`config.mk`:
```
export PLATFORM = sky130hd
export DESIGN_NAME = pat_det_flat
export DESIGN_NICKNAME = d
export VERILOG_FILES = /design/src/rtl/pat_det_if.sv /design/src/rtl/pat_det.sv /design/src/flat_wrapper.sv
export SDC_FILE = /design/constraint.sdc
export NUM_CORES = 1
export LEC_CHECK = 0
export ABC_AREA = 1
export CAP_MARGIN = 20
export CORE_MARGIN = 5
export CORE_UTILIZATION = 56
export CTS_CLUSTER_SIZE = 25
export DETAILED_ROUTE_END_ITERATION = 10
export PLACE_DENSITY = 0.8
export SKIP_CTS_REPAIR_TIMING = 1
export SLEW_MARGIN = 25
export SYNTH_ARGS = -nofsm -noshare
export SYNTH_HDL_FRONTEND = slang
export SYNTH_SLANG_ARGS = --single-unit
```
`constraint.sdc`:
```
create_clock -name clk -period 2.45 [get_ports clk]
set_input_delay 0.3675 -clock clk [delete_from_list [all_inputs] [get_ports clk]]
set_output_delay 0.3675 -clock clk [all_outputs]
set_load 0.02 [all_outputs]
```
`src/rtl/pat_det_if.sv`:
```
// Bus bundle between the pattern detector and the logic that drives it.
// The master side (stream source / controller) drives the control and data
// inputs. The slave side (the detector) returns status and statistics.
interface pat_det_if #(
    parameter int CNT_W = 8
);
    logic             load;
    logic [3:0]       pat_nib;
    logic             start;
    logic             stop;
    logic             valid;
    logic [3:0]       data_in;

    logic             pat_ready;
    logic             busy;
    logic             match;
    logic [CNT_W-1:0] match_cnt;
    logic [CNT_W-1:0] sample_cnt;
    logic [CNT_W-1:0] last_pos;

    modport master (
        output load, pat_nib, start, stop, valid, data_in,
        input  pat_ready, busy, match, match_cnt, sample_cnt, last_pos
    );

    modport slave (
        input  load, pat_nib, start, stop, valid, data_in,
        output pat_ready, busy, match, match_cnt, sample_cnt, last_pos
    );
endinterface

```
`src/rtl/pat_det.sv`:
```
// Pattern detector for the 4-bit generator stream.
// Holds a PAT_LEN-nibble target, slides a PAT_LEN-deep window over accepted
// samples and flags every (overlapping) occurrence of the target.
//
// state    | meaning
// ---------+----------------------------------------------------------
// S_IDLE   | waiting for a load strobe or a start with a full pattern
// S_LOAD   | collecting pattern nibbles, one per load cycle
// S_SEARCH | shifting valid samples into the window, reporting matches
module pat_det #(
    parameter int PAT_LEN = 4,
    parameter int CNT_W   = 8
) (
    input  logic      clk,
    input  logic      res,
    pat_det_if.slave  bus
);

    localparam int IDX_W  = $clog2(PAT_LEN);
    localparam int FILL_W = $clog2(PAT_LEN + 1);

    typedef enum logic [1:0] {
        S_IDLE   = 2'd0,
        S_LOAD   = 2'd1,
        S_SEARCH = 2'd2
    } state_t;

    state_t                    state_q, state_d;
    logic [PAT_LEN-1:0][3:0]   pat_q, pat_d;
    logic [PAT_LEN-1:0][3:0]   win_q, win_d;
    logic [IDX_W-1:0]          idx_q, idx_d;
    logic [FILL_W-1:0]         fill_q, fill_d;
    logic                      pat_ready_q, pat_ready_d;
    logic                      match_q, match_d;
    logic [CNT_W-1:0]          match_cnt_q, match_cnt_d;
    logic [CNT_W-1:0]          sample_cnt_q, sample_cnt_d;
    logic [CNT_W-1:0]          last_pos_q, last_pos_d;

    logic                      load_last;
    logic                      search_go;
    logic                      accept;
    logic                      fill_full_q;
    logic                      fill_full_d;
    logic                      win_hit;

    // The nibble written this load cycle completes the pattern.
    assign load_last   = (idx_q == IDX_W'(PAT_LEN - 1));
    // Load wins over start when both arrive in IDLE.
    assign search_go   = bus.start & pat_ready_q & ~bus.load;
    // A stop in the same cycle discards the sample.
    assign accept      = (state_q == S_SEARCH) & bus.valid & ~bus.stop;
    assign fill_full_q = (fill_q == FILL_W'(PAT_LEN));
    assign fill_full_d = (fill_d == FILL_W'(PAT_LEN));
    assign win_hit     = fill_full_d & (win_d == pat_q);

    // State and datapath registers with synchronous reset.
    always_ff @(posedge clk) begin
        if (res) begin
            state_q      <= S_IDLE;
            pat_q        <= '0;
            win_q        <= '0;
            idx_q        <= '0;
            fill_q       <= '0;
            pat_ready_q  <= 1'b0;
            match_q      <= 1'b0;
            match_cnt_q  <= '0;
            sample_cnt_q <= '0;
            last_pos_q   <= '0;
        end else begin
            state_q      <= state_d;
            pat_q        <= pat_d;
            win_q        <= win_d;
            idx_q        <= idx_d;
            fill_q       <= fill_d;
            pat_ready_q  <= pat_ready_d;
            match_q      <= match_d;
            match_cnt_q  <= match_cnt_d;
            sample_cnt_q <= sample_cnt_d;
            last_pos_q   <= last_pos_d;
        end
    end

    // Next-state decode.
    always_comb begin
        state_d = state_q;
        case (state_q)
            S_IDLE: begin
                if (bus.load) begin
                    state_d = S_LOAD;
                end else if (search_go) begin
                    state_d = S_SEARCH;
                end
            end
            S_LOAD: begin
                if (bus.load && load_last) begin
                    state_d = S_IDLE;
                end
            end
            S_SEARCH: begin
                if (bus.stop) begin
                    state_d = S_IDLE;
                end
            end
            default: state_d = S_IDLE;
        endcase
    end

    // Pattern store, window shift, counters and match pulse.
    always_comb begin
        pat_d        = pat_q;
        win_d        = win_q;
        idx_d        = idx_q;
        fill_d       = fill_q;
        pat_ready_d  = pat_ready_q;
        match_d      = 1'b0;
        match_cnt_d  = match_cnt_q;
        sample_cnt_d = sample_cnt_q;
        last_pos_d   = last_pos_q;

        case (state_q)
            S_IDLE: begin
                if (bus.load) begin
                    pat_d[0]    = bus.pat_nib;
                    idx_d       = IDX_W'(1);
                    pat_ready_d = 1'b0;
                end else if (search_go) begin
                    win_d        = '0;
                    fill_d       = '0;
                    match_cnt_d  = '0;
                    sample_cnt_d = '0;
                    last_pos_d   = '0;
                end
            end
            S_LOAD: begin
                if (bus.load) begin
                    pat_d[idx_q] = bus.pat_nib;
                    idx_d        = idx_q + IDX_W'(1);
                    if (load_last) begin
                        pat_ready_d = 1'b1;
                    end
                end
            end
            S_SEARCH: begin
                if (accept) begin
                    // Index 0 holds the oldest sample, PAT_LEN-1 the newest,
                    // so the window lines up element-wise with the pattern.
                    for (int i = 0; i < PAT_LEN - 1; i++) begin
                        win_d[i] = win_q[i+1];
                    end
                    win_d[PAT_LEN-1] = bus.data_in;

                    if (!fill_full_q) begin
                        fill_d = fill_q + FILL_W'(1);
                    end

                    if (sample_cnt_q != '1) begin
                        sample_cnt_d = sample_cnt_q + CNT_W'(1);
                    end

                    if (win_hit) begin
                        match_d    = 1'b1;
                        last_pos_d = sample_cnt_d;
                        if (match_cnt_q != '1) begin
                            match_cnt_d = match_cnt_q + CNT_W'(1);
                        end
                    end
                end
            end
            default: ;
        endcase
    end

    assign bus.pat_ready  = pat_ready_q;
    assign bus.busy       = (state_q != S_IDLE);
    assign bus.match      = match_q;
    assign bus.match_cnt  = match_cnt_q;
    assign bus.sample_cnt = sample_cnt_q;
    assign bus.last_pos   = last_pos_q;

endmodule

```
`src/flat_wrapper.sv`:
```
// flat-port wrapper written by rule: the top's interface ports become plain ports
module pat_det_flat 
#(
    parameter int PAT_LEN = 4,
    parameter int CNT_W   = 8
)
  (clk, res, bus_load, bus_pat_nib, bus_start, bus_stop, bus_valid, bus_data_in, bus_pat_ready, bus_busy, bus_match, bus_match_cnt, bus_sample_cnt, bus_last_pos);
  pat_det_if #(.CNT_W(CNT_W)) bus_i ();
  input  logic clk;
  input  logic res;
  input wire logic [$bits(bus_i.load)-1:0] bus_load;
  input wire logic [$bits(bus_i.pat_nib)-1:0] bus_pat_nib;
  input wire logic [$bits(bus_i.start)-1:0] bus_start;
  input wire logic [$bits(bus_i.stop)-1:0] bus_stop;
  input wire logic [$bits(bus_i.valid)-1:0] bus_valid;
  input wire logic [$bits(bus_i.data_in)-1:0] bus_data_in;
  output wire logic [$bits(bus_i.pat_ready)-1:0] bus_pat_ready;
  output wire logic [$bits(bus_i.busy)-1:0] bus_busy;
  output wire logic [$bits(bus_i.match)-1:0] bus_match;
  output wire logic [$bits(bus_i.match_cnt)-1:0] bus_match_cnt;
  output wire logic [$bits(bus_i.sample_cnt)-1:0] bus_sample_cnt;
  output wire logic [$bits(bus_i.last_pos)-1:0] bus_last_pos;
  assign bus_i.load = bus_load;
  assign bus_i.pat_nib = bus_pat_nib;
  assign bus_i.start = bus_start;
  assign bus_i.stop = bus_stop;
  assign bus_i.valid = bus_valid;
  assign bus_i.data_in = bus_data_in;
  assign bus_pat_ready = bus_i.pat_ready;
  assign bus_busy = bus_i.busy;
  assign bus_match = bus_i.match;
  assign bus_match_cnt = bus_i.match_cnt;
  assign bus_sample_cnt = bus_i.sample_cnt;
  assign bus_last_pos = bus_i.last_pos;
  pat_det #(.PAT_LEN(PAT_LEN), .CNT_W(CNT_W)) u_core (.clk(clk), .res(res), .bus(bus_i));
endmodule
```
; ---- Word level (Yosys, flattened, before mapping)
; Cells that the tools add are included.
[totals]
regBits = 65
word_cells = 104
input_bits = 14
[op_classes]
eq_ne = 19
n_bitwise = 9
n_reduce_logical = 14
mux = 40
addsub = 4
n_lt_le_gt_ge = 2
[ops]
columns = op, n
row1 = $mux W8, 9
row2 = $mux W16, 3
row3 = $pmux W8 S2, 3
row4 = $pmux W16 S2, 1
row5 = $add A8 B1 Y8 const B, 2
row6 = $bwmux W16, 1
row7 = $eq A16 B16 Y1, 1
row8 = $ne A8 B8 Y1 const B, 2
row9 = $mux W2, 6
row10 = $mux W3, 4
row11 = $mux W4, 3
row12 = $ne A2 B1 Y1 const B, 5
row13 = $ne A2 B2 Y1 const B, 5
row14 = $demux W4 S2, 1
row15 = $pmux W4 S2, 1
row16 = $reduce_and A4 Y1, 2
row17 = $eq A3 B3 Y1 const B, 2
row18 = $pmux W2 S3, 1
row19 = $pmux W3 S2, 1
row20 = $reduce_and A3 Y1, 2
row21 = $reduce_and A6 Y1, 1
row22 = $reduce_bool A2 Y1, 3
row23 = $and A1 B1 Y1, 5
row24 = $reduce_and A5 Y1, 1
row25 = other kinds (15), 23

; ---- Logic depth before layout (Yosys ltp)
[depth]
ltp_word = 10
ltp_mapped = 18

; ---- Least setup slack after synthesis
; No wires, ideal clock.
[synth_path]
path_kind = reg2reg
startpoint = register u_core.state_q[1]
endpoint = register u_core.last_pos_q[4] (netlist: u_core.bus.last_pos[4])
setup_ps = 115
path_buffers = 2
path_stages_with_launch = 18
arrival_ps = 1928
slack_ps = 407
synth_period_minus_slack_ps = 2043
cell_sequence = dfxtp_1 -> inv_1 -> nor2_4 -> nand3_4 -> clkinv_2 -> buf_6 -> nand3_2 -> nand2_1 -> inv_1 -> nor2_1 -> nand3_1 -> nor2_1 -> nand3_1 -> nand2_2 -> buf_6 -> nand3_1 -> nand2_1 -> nor2_1
[synth_via]
elab_chain_len = 9
word_cells_on_any_way = 18
[synth_lines]
columns = item, line_no
row1 = "start, declared", pat_det.sv:28  ; state_t state_q, state_d;
row2 = "start signal, assigned", pat_det.sv:70  ; state_q <= state_d;
row3 = $eq A2 B2 Y1, "pat_det.sv:51, pat_det.sv:120"
row4 = $and A1 B1 Y1 (2 in a row), pat_det.sv:51  ; assign accept = (state_q == S_SEARCH) & bus.valid & ~bus.stop;
row5 = $mux W16 / $mux W3 (equally long branches), pat_det.sv:144  ; if (accept) begin
row6 = $pmux W16 S2 / $pmux W3 S2 (equally long branches), pat_det.sv:120  ; case (state_q)
row7 = $eq A16 B16 Y1 / $eq A3 B3 Y1 (equally long branches), "pat_det.sv:54, pat_det.sv:53"
row8 = $and A1 B1 Y1, pat_det.sv:54  ; assign win_hit = fill_full_d & (win_d == pat_q);
row9 = $ne A2 B1 Y1 (no line), --
row10 = $reduce_and A5 Y1 (no line), --
row11 = "end signal, assigned", pat_det.sv:79  ; last_pos_q <= last_pos_d;
row12 = "end, declared", pat_det.sv:37  ; logic [CNT_W-1:0] last_pos_q, last_pos_d;
; Parallel ways exist; a longest one is shown, timed or not.
; A chain may end at the register's enable or synchronous reset.

; ---- Worst setup path in the final report
[layout_path]
startpoint = input bus_stop
endpoint = register u_core.match_cnt_q[5] (netlist: u_core.bus.match_cnt[5])
[layout_via]
elab_chain_len = 8
word_cells_on_any_way = 12
[layout_lines]
columns = item, line_no
row1 = "start, declared", flat_wrapper.sv:14  ; input wire logic [$bits(bus_i.stop)-1:0] bus_stop;
row2 = $not A1 Y1 (*), pat_det.sv:51
row3 = $and A1 B1 Y1 (*), pat_det.sv:51
row4 = $mux W16 / $mux W3 (equally long branches), pat_det.sv:144
row5 = $pmux W16 S2 / $pmux W3 S2 (equally long branches), pat_det.sv:120
row6 = $eq A16 B16 Y1 / $eq A3 B3 Y1 (equally long branches), "pat_det.sv:54, pat_det.sv:53"
row7 = $and A1 B1 Y1, pat_det.sv:54
row8 = $ne A2 B1 Y1 (no line), --
row9 = $reduce_and A6 Y1 (no line) (*), --
row10 = "end signal, assigned", pat_det.sv:77  ; match_cnt_q <= match_cnt_d;
row11 = "end, declared", pat_det.sv:35  ; logic [CNT_W-1:0] match_cnt_q, match_cnt_d;
; Every way passes the cells marked *; elsewhere a longest branch is shown, timed or not.

==> impl.org <==
** Status
- Outcome :: completed

** Drt
- In this run, the number of DRC markers left after iteration 0 of detailed routing was 311.
- Count of antenna-violating nets left after detailed routing :: 0
- The first detailed-routing pass ran for 6 iterations.
- After detailed routing, the average wire length per cell comes to 13.9 um.
- Using the TritonRoute via totals, the vias-per-cell ratio works out to 5.46.
- Number of DRC violations after detailed routing :: 0
- Total via count after detailed routing :: 3,623
- Routed wire length :: 9.21 mm

** Yosys
- Share of the synthesized netlist area taken by xor and xnor gates :: 0.0179
- Multiplexer share of the synthesized area :: 0
- Top cells by count, synth :: 102 x sky130_fd_sc_hd__nand2_1, 65 x sky130_fd_sc_hd__dfxtp_1, 57 x sky130_fd_sc_hd__a21oi_1, 55 x sky130_fd_sc_hd__inv_1, 54 x sky130_fd_sc_hd__nand3_1
- Ys async rst share :: 0
- Each instance of the synthesized netlist takes up on average 6.82 um^2.
- Synthesis inferred 65 register bits.
- Most frequent cell after synthesis :: sky130_fd_sc_hd__nand2_1
- Net count after synthesis :: 524
- The share of synthesized area in the top cell type comes to 0.380.
- Summed over all instances, the cell type with the most area after synthesis is sky130_fd_sc_hd__dfxtp_1.
- Adder and majority gate portion of the synthesized area :: 0.0292
- Counting flops with a built-in enable in the synthesized netlist gives 0.
- Cell types with the largest area share after synthesis :: sky130_fd_sc_hd__dfxtp_1 38%, sky130_fd_sc_hd__nand2_1 11%, sky130_fd_sc_hd__a21oi_1 8.3%
- Post-synthesis cell type count :: 33
- The most used flip-flop cell after synthesis is sky130_fd_sc_hd__dfxtp_1.
- Of the total synthesized cell area, the portion taken by AND, OR, NAND and NOR gates is 0.315.
- The share of the synthesized area in compound gates (AO/OA/AOI/OAI) came to 0.166.
- The Yosys step of the flow raised 0 warnings.
- Combinational family with the most area after synthesis :: simple AND/OR/NAND/NOR gates
- Synthesis handed over a netlist of 502 instances.
- The share of the Yosys chip area taken by registers is 0.380.
- Post-Synthesis Cell Area :: 3420 um^2

** Placement
- Instance area at placement :: 4200 um^2
- Detailed placement finished with a half-perimeter wire length of 6.61 mm.
- Number of buffer cells added on primary ports :: 40
- Routability-driven placement finished with a final weighted congestion of 0.910.
- Placed cell count :: 648

** STA
- Final critical delay including setup and external delays :: 2330 ps
- For the pin with the worst max-slew slack, the measured transition is 550 ps.
- Setup violations remaining at the end of the flow were counted as 0.
- Worst slew slack as a fraction of its limit :: 0.631
- Hold Violations, Final :: 0
- Dividing the final minimum period by the clock period gives 0.953.
- Worst setup skew after layout :: 7.56 ps
- Highest clock frequency the design can meet :: 428 MHz
- The number of pins exceeding their max-slew limit in the final report came to 0.

** Finish
- Layout cells sized above 1 :: 0.146
- Measured on the finished design, the core utilization comes to 0.745.
- For this run, the number of standard cells in the final layout without fillers is 663.
- The number of antenna diodes in the final layout is 0.
- Final std cell area, no fill :: 4410 um^2
- Area added between synthesis and finish :: 28.8%
- Total number of nets in the final design :: 607

** Setup path
- Startpoint kind of the worst setup timing path :: primary input
- Grouping stages by cell kind, the critical path spends the most delay in simple AND/OR/NAND/NOR gates.
- Critical Path Sink Type :: register
- Largest stage delay on the critical path :: 480 ps
- Worst setup path category :: in2reg
- Maximum net fanout on the critical path :: 15
- By instance count, the cell type seen most on the critical path is sky130_fd_sc_hd__nand3_1.
- Together, buffers and inverters on the worst path number 4.
- The critical path goes through clkdlybuf4s50_1 > inv_1 > nand3_4 > buf_4 > nand3_1 > nand3_1 > nand2_1 > nor2_1 > nand2_1 > nor2_1 > nand3_2 > nand2_2 > buf_6 > nand3_1 > a21oi_1.
- Worst endpoint required time :: 2720 ps
- Worst path slowest cell :: sky130_fd_sc_hd__clkdlybuf4s50_1
- Critical path arrival :: 2600 ps

** Power
- P per Cell Area :: 459 nW/um^2
- Static leakage power :: 1.84 nW
- Peak supply drop :: 0.263 mV
- Final total power :: 2.02 mW

** Die
- Initial core utilization :: 0.578
- The region available for standard cell placement spans 5920 um^2.
- Die Height :: 88.2 um
- For this design the top-level I/O count stands at 41.
- The floorplan has 28 rows.
- The die covers 7780 um^2.
- In this run the horizontal extent of the chip is 88.2 um.

** Global route
- Via count of the first global-routing pass :: 3,450
- Across every metal layer, demand over resource in global routing totals 0.250.
- Maximum number of pins on one net before global-route repair :: 33
- The number of antenna violations at the first check in global routing came to 0.
- GRT Residual Overflow :: 0
- First-pass GRT wire length :: 15.3 mm

** Clock tree
- The clock drives 65 sinks.
- TritonCTS clock tree :: yes
- After clock tree synthesis, the clock-pin slew on the worst setup and hold paths is 70 ps.
- The cell sitting at the root of the clock tree is a sky130_fd_sc_hd__clkbuf_8.
- Number of buffers created by CTS :: 9
- For the worst-skew pair, the clock arrives at the later sink with an insertion delay of 340 ps.
- Maximum root-to-sink buffer count :: 2
- H-Tree Depth :: 3

** Min path
- Hold/Removal Path Class :: reg2reg

** Job
- The tool flagged a number of max-cap violations equal to 0.
==> flip-flops by register name, indices dropped and copies added (netlist names) <==
signal / count
u_core.win_q: 16
u_core.fill_q: 3
u_core.pat_q: 16
u_core.bus.last_pos: 8
u_core.state_q: 2
u_core.bus.match_cnt: 8
u_core.bus.match: 1
u_core.bus.pat_ready: 1
u_core.idx_q: 2
u_core.bus.sample_cnt: 8
==> area by class of cell <==
cell class	count	area, um^2
Multi-Input combinational cell	362	1840
Fill cell	456	1510
Sequential cell	65	1300
Timing Repair Buffer	90	795
Inverter	57	216
Clock buffer	14	163
Tap cell	75	93.8
==> stage by stage <==
| step | setup WS (ps) | hold WS (ps) | setup TNS [ps] |
|---|---|---|---|
| after floorplan | 407 | 444 | 0 |
| after global placement | -167 | 452 | -2280 |
| after detailed placement | -224 | 459 | -2940 |
| after CTS | 102 | 468 | 0 |
| after global routing | -42.8 | 484 | -157 |
| final | 116 | 467 | 0 |
==> report_power, final <==
part           switching (mW)  total (mW)  internal [mW]
clock                   0.393       0.806          0.413
combinational          0.0771       0.136         0.0592
sequential             0.0118        1.08           1.07
==> cells in the final DEF, fill, tap and decap left out, drive strengths merged <==
cell	n
or2	1
nor3	6
o21ai	39
nand2	110
a211oi	2
a31oi	2
clkdlybuf4s50	39
clkbuf	14
o211ai	5
xor2	6
inv	57
nor2	50
nand4	10
nor4	1
buf	50
o22ai	2
o21bai	1
nor3b	1
xnor2	1
nand3	60
a21oi	57
dlymetal6s2s	1
dfxtp	65
ha	8
==> worst min-delay path, stage by stage, from the launching register on <==
cell and delay [ps]:
sky130_fd_sc_hd__dfxtp_1 310, sky130_fd_sc_hd__inv_1 60, sky130_fd_sc_hd__a21oi_1 50
==> cell families (layout without fill, tap and decap cells) <==
logic type,after synthesis,after routing
xor+xnor,7,7
flops,65,65
fa+ha+maj,8,8
compound gates,108,108
simple gates,239,239
buf+inv,75,161
==> path summary, 6_finish.rpt <==
check	end	slack (ps)	start	cells past startpoint
hold reg to reg	u_core.pat_q[12]	470	u_core.pat_q[12]	2
setup reg to reg	u_core.bus.match_cnt[5]	160	u_core.state_q[0]	13
setup / recovery	u_core.bus.match_cnt[5]	120	bus_stop	15
hold / removal	u_core.pat_q[12]	470	u_core.pat_q[12]	2
==> per-layer routing <==
layer / track usage / up-vias / wire length (um)
li1: - / 1825 / -
met1: 0.342 / 1644 / 4200
met2: 0.394 / 128 / 4180
met3: 0.0461 / 26 / 614
met4: 0.0920 / 0 / 213
met5: 0 / - / 0
(Power assumes the default switching activity.)
==> variant: new RTL, same flow settings <==
`CNT_W` is set to 8 in 3 places; all go to 10.
--- a/src/rtl/pat_det_if.sv
+++ b/src/rtl/pat_det_if.sv
@@ -2,7 +2,7 @@
 // The master side (stream source / controller) drives the control and data
 // inputs. The slave side (the detector) returns status and statistics.
 interface pat_det_if #(
-    parameter int CNT_W = 8
+    parameter int CNT_W = 10
 );
     logic             load;
     logic [3:0]       pat_nib;
--- a/src/rtl/pat_det.sv
+++ b/src/rtl/pat_det.sv
@@ -9,7 +9,7 @@
 // S_SEARCH | shifting valid samples into the window, reporting matches
 module pat_det #(
     parameter int PAT_LEN = 4,
-    parameter int CNT_W   = 8
+    parameter int CNT_W   = 10
 ) (
     input  logic      clk,
     input  logic      res,
--- a/src/flat_wrapper.sv
+++ b/src/flat_wrapper.sv
@@ -2,7 +2,7 @@
 module pat_det_flat 
 #(
     parameter int PAT_LEN = 4,
-    parameter int CNT_W   = 8
+    parameter int CNT_W   = 10
 )
   (clk, res, bus_load, bus_pat_nib, bus_start, bus_stop, bus_valid, bus_data_in, bus_pat_ready, bus_busy, bus_match, bus_match_cnt, bus_sample_cnt, bus_last_pos);
   pat_det_if #(.CNT_W(CNT_W)) bus_i ();
Ports: changed (resized bus_last_pos, bus_match_cnt and bus_sample_cnt); port bits go from 41 to 47. The function was not compared with the original's and may differ.
==> variant against the unedited design <==
  * Area after synthesis up 8.0%
  * Final area is 8.7% higher
  * Sequential cell count up 6
  * Wire length increased by 6.5%
  * Setup slack improved by 0.032 ns
  * Clock skew increased by 0.0015 ns
  * Via count is 6.7% higher
  * Core utilization rose by 0.61 points
  * Final cell count rose by 6.0%
  * Power rose by 17%
  * Clock power up 30%
  * Die area grew 7.1%
  * Largest cell class unchanged
  * Register-to-register slack gained 0.02 ns
==> variant: results (changes against the unedited design) <==
Outcome:
- Run status: finished, final reports clean (unchanged).

Routing:
- The aggregate routed wire length came to 9805 um (was 9207 um).
- The number of design-rule violations left by the first detailed-router iteration is 265 (was 311).
- The via-per-instance ratio came to 5.496 (was 5.465).

STA:
- The worst clock skew is 0.009091 ns (was 0.007564 ns).

Critical path:
- The arrival time reported for the critical path endpoint is 2.52 ns (was 2.60 ns).
- The largest driver fanout on the critical path is 20 (was 15).
- The worst-case register-to-register setup slack is 0.18 ns (was 0.16 ns).
- The highest cell delay on the worst timing path is 0.46 ns (was 0.48 ns).

Synth:
- The synthesized-area fraction occupied by ao, oa, aoi and oai cells is 16.85% (was 16.63%).
- The share of the yosys chip area belonging to registers is 38.44% (was 38.01%).
- The primary flip-flop cell chosen by synthesis mapping is sky130_fd_sc_hd__dfxtp_1 (unchanged).
- Synth area leaders: sky130_fd_sc_hd__dfxtp_1 38%, sky130_fd_sc_hd__nand2_1 12%, sky130_fd_sc_hd__a21oi_1 8.4% (was sky130_fd_sc_hd__dfxtp_1 38%, sky130_fd_sc_hd__nand2_1 11%, sky130_fd_sc_hd__a21oi_1 8.3%).
- Top cell types by occurrence after synthesis: 118 x sky130_fd_sc_hd__nand2_1, 71 x sky130_fd_sc_hd__dfxtp_1, 62 x sky130_fd_sc_hd__a21oi_1 (was 102 x sky130_fd_sc_hd__nand2_1, 65 x sky130_fd_sc_hd__dfxtp_1, 57 x sky130_fd_sc_hd__a21oi_1).
- The synthesized-area fraction occupied by adder cells is 2.707% (was 2.924%).

Place:
- The routability congestion estimate from global placement is 0.9348 (was 0.9100).
- The placed standard-cell area is 0.004516 mm^2 (was 0.004200 mm^2).
- The number of port buffers was 46 (was 40).
- The half-perimeter wire length after placement is 7058 um (was 6606 um).

Layout:
- The count of nets after finishing is 643 (was 607).
- The layout cell share with drive strength beyond 1 is 13.26% (was 14.63%).

Power and ir drop:
- The net switching share of the total power came to 22.73% (was 23.81%).
- The leakage power summed over all cells came to 1.969 nW (was 1.837 nW).
- The maximum resistive drop on vdd is 0.4588 mV (was 0.2628 mV).

Min path:
- The classification of the worst-slack hold path is flop to flop (unchanged).

Global routing:
- The via count of the first global-routing pass is 3668 (was 3450).
- The first-pass GRT wire length came to 16440 um (was 15300 um).
==> variant: changes by cell type in the layout (fill, tap and decap cells not counted), moves of 6 or more <==
cell,unedited run,this run
sky130_fd_sc_hd__nand2_1,100,116
sky130_fd_sc_hd__inv_1,55,46
sky130_fd_sc_hd__clkdlybuf4s50_1,39,46
sky130_fd_sc_hd__a21oi_1,56,62
sky130_fd_sc_hd__buf_4,48,42
sky130_fd_sc_hd__dfxtp_1,64,70
sky130_fd_sc_hd__nor2_1,48,54
==> variant: final timing paths <==
check / cells past startpoint / start / to
setup reg to reg: 15 / u_core.state_q[0] / u_core.bus.last_pos[3]
hold / removal: 2 / u_core.pat_q[3] / u_core.pat_q[3]
setup / recovery: 18 / bus_start / u_core.bus.last_pos[3]
hold reg to reg: 2 / u_core.pat_q[3] / u_core.pat_q[3]
==> variant: stage by stage <==
step	worst slack, ns	cells	utilization (%)	total power [mW]	hold WS (ns)
after floorplan	0.3761	538	-	1.275	0.4439
after CTS	0.09779	702	74.20	2.378	0.4691
after global routing	0.007514	703	75.06	2.453	0.4938
final	0.1474	703	75.06	2.360	0.4689
after detailed placement	-0.2544	686	70.71	1.335	0.4571
after global placement	-0.1683	686	70.71	1.331	0.4460
==> variant: cell families (layout without fill, tap and decap cells) <==
kind of cell | count (synthesis) | in the layout
xor+xnor | 11 | 11
simple gates | 262 | 262
compound gates | 118 | 118
buf+inv | 68 | 156
fa+ha+maj | 8 | 8
flops | 71 | 71
==> variant: cell type report <==
| type | count | area [um^2] | share of cell area, % |
|---|---|---|---|
| clock buffers | 11 | 141.4 | 2.950 |
| clock inverters | 5 | 81.33 | 1.697 |
| inverters | 48 | 182.7 | 3.811 |
| multi-input cells | 399 | 2022 | 42.18 |
| flip-flops and latches | 71 | 1423 | 29.68 |
| well taps | 77 | 96.34 | 2.010 |
| repair buffers | 92 | 847.1 | 17.67 |
==> variant: power groups by stage <==
stage	Clock, mW	Combinational, mW	Sequential [mW]
after CTS	1.07	0.135	1.17
after floorplan	0	0.0763	1.20
final	1.05	0.139	1.17
after global placement	0	0.132	1.20
after global routing	1.12	0.154	1.18
after detailed placement	0	0.134	1.20
==> variant: metal layers <==
metal / GRT usage (%) / vias up / routed length, um
met5: 0 / - / 0
met3: 3.967 / 20 / 505
met4: 11.25 / 0 / 227
li1: - / 1969 / -
met2: 41.29 / 99 / 4973
met1: 28.37 / 1776 / 4099
==> variant: worst max-delay path, delay by kind of cell <==
| kind | cells | cell delay, ns |
|---|---|---|
| AND/OR/NAND/NOR | 13 | 1.18 |
| buffers and inverters | 4 | 0.89 |
| AO/OA/AOI/OAI | 1 | 0.06 |
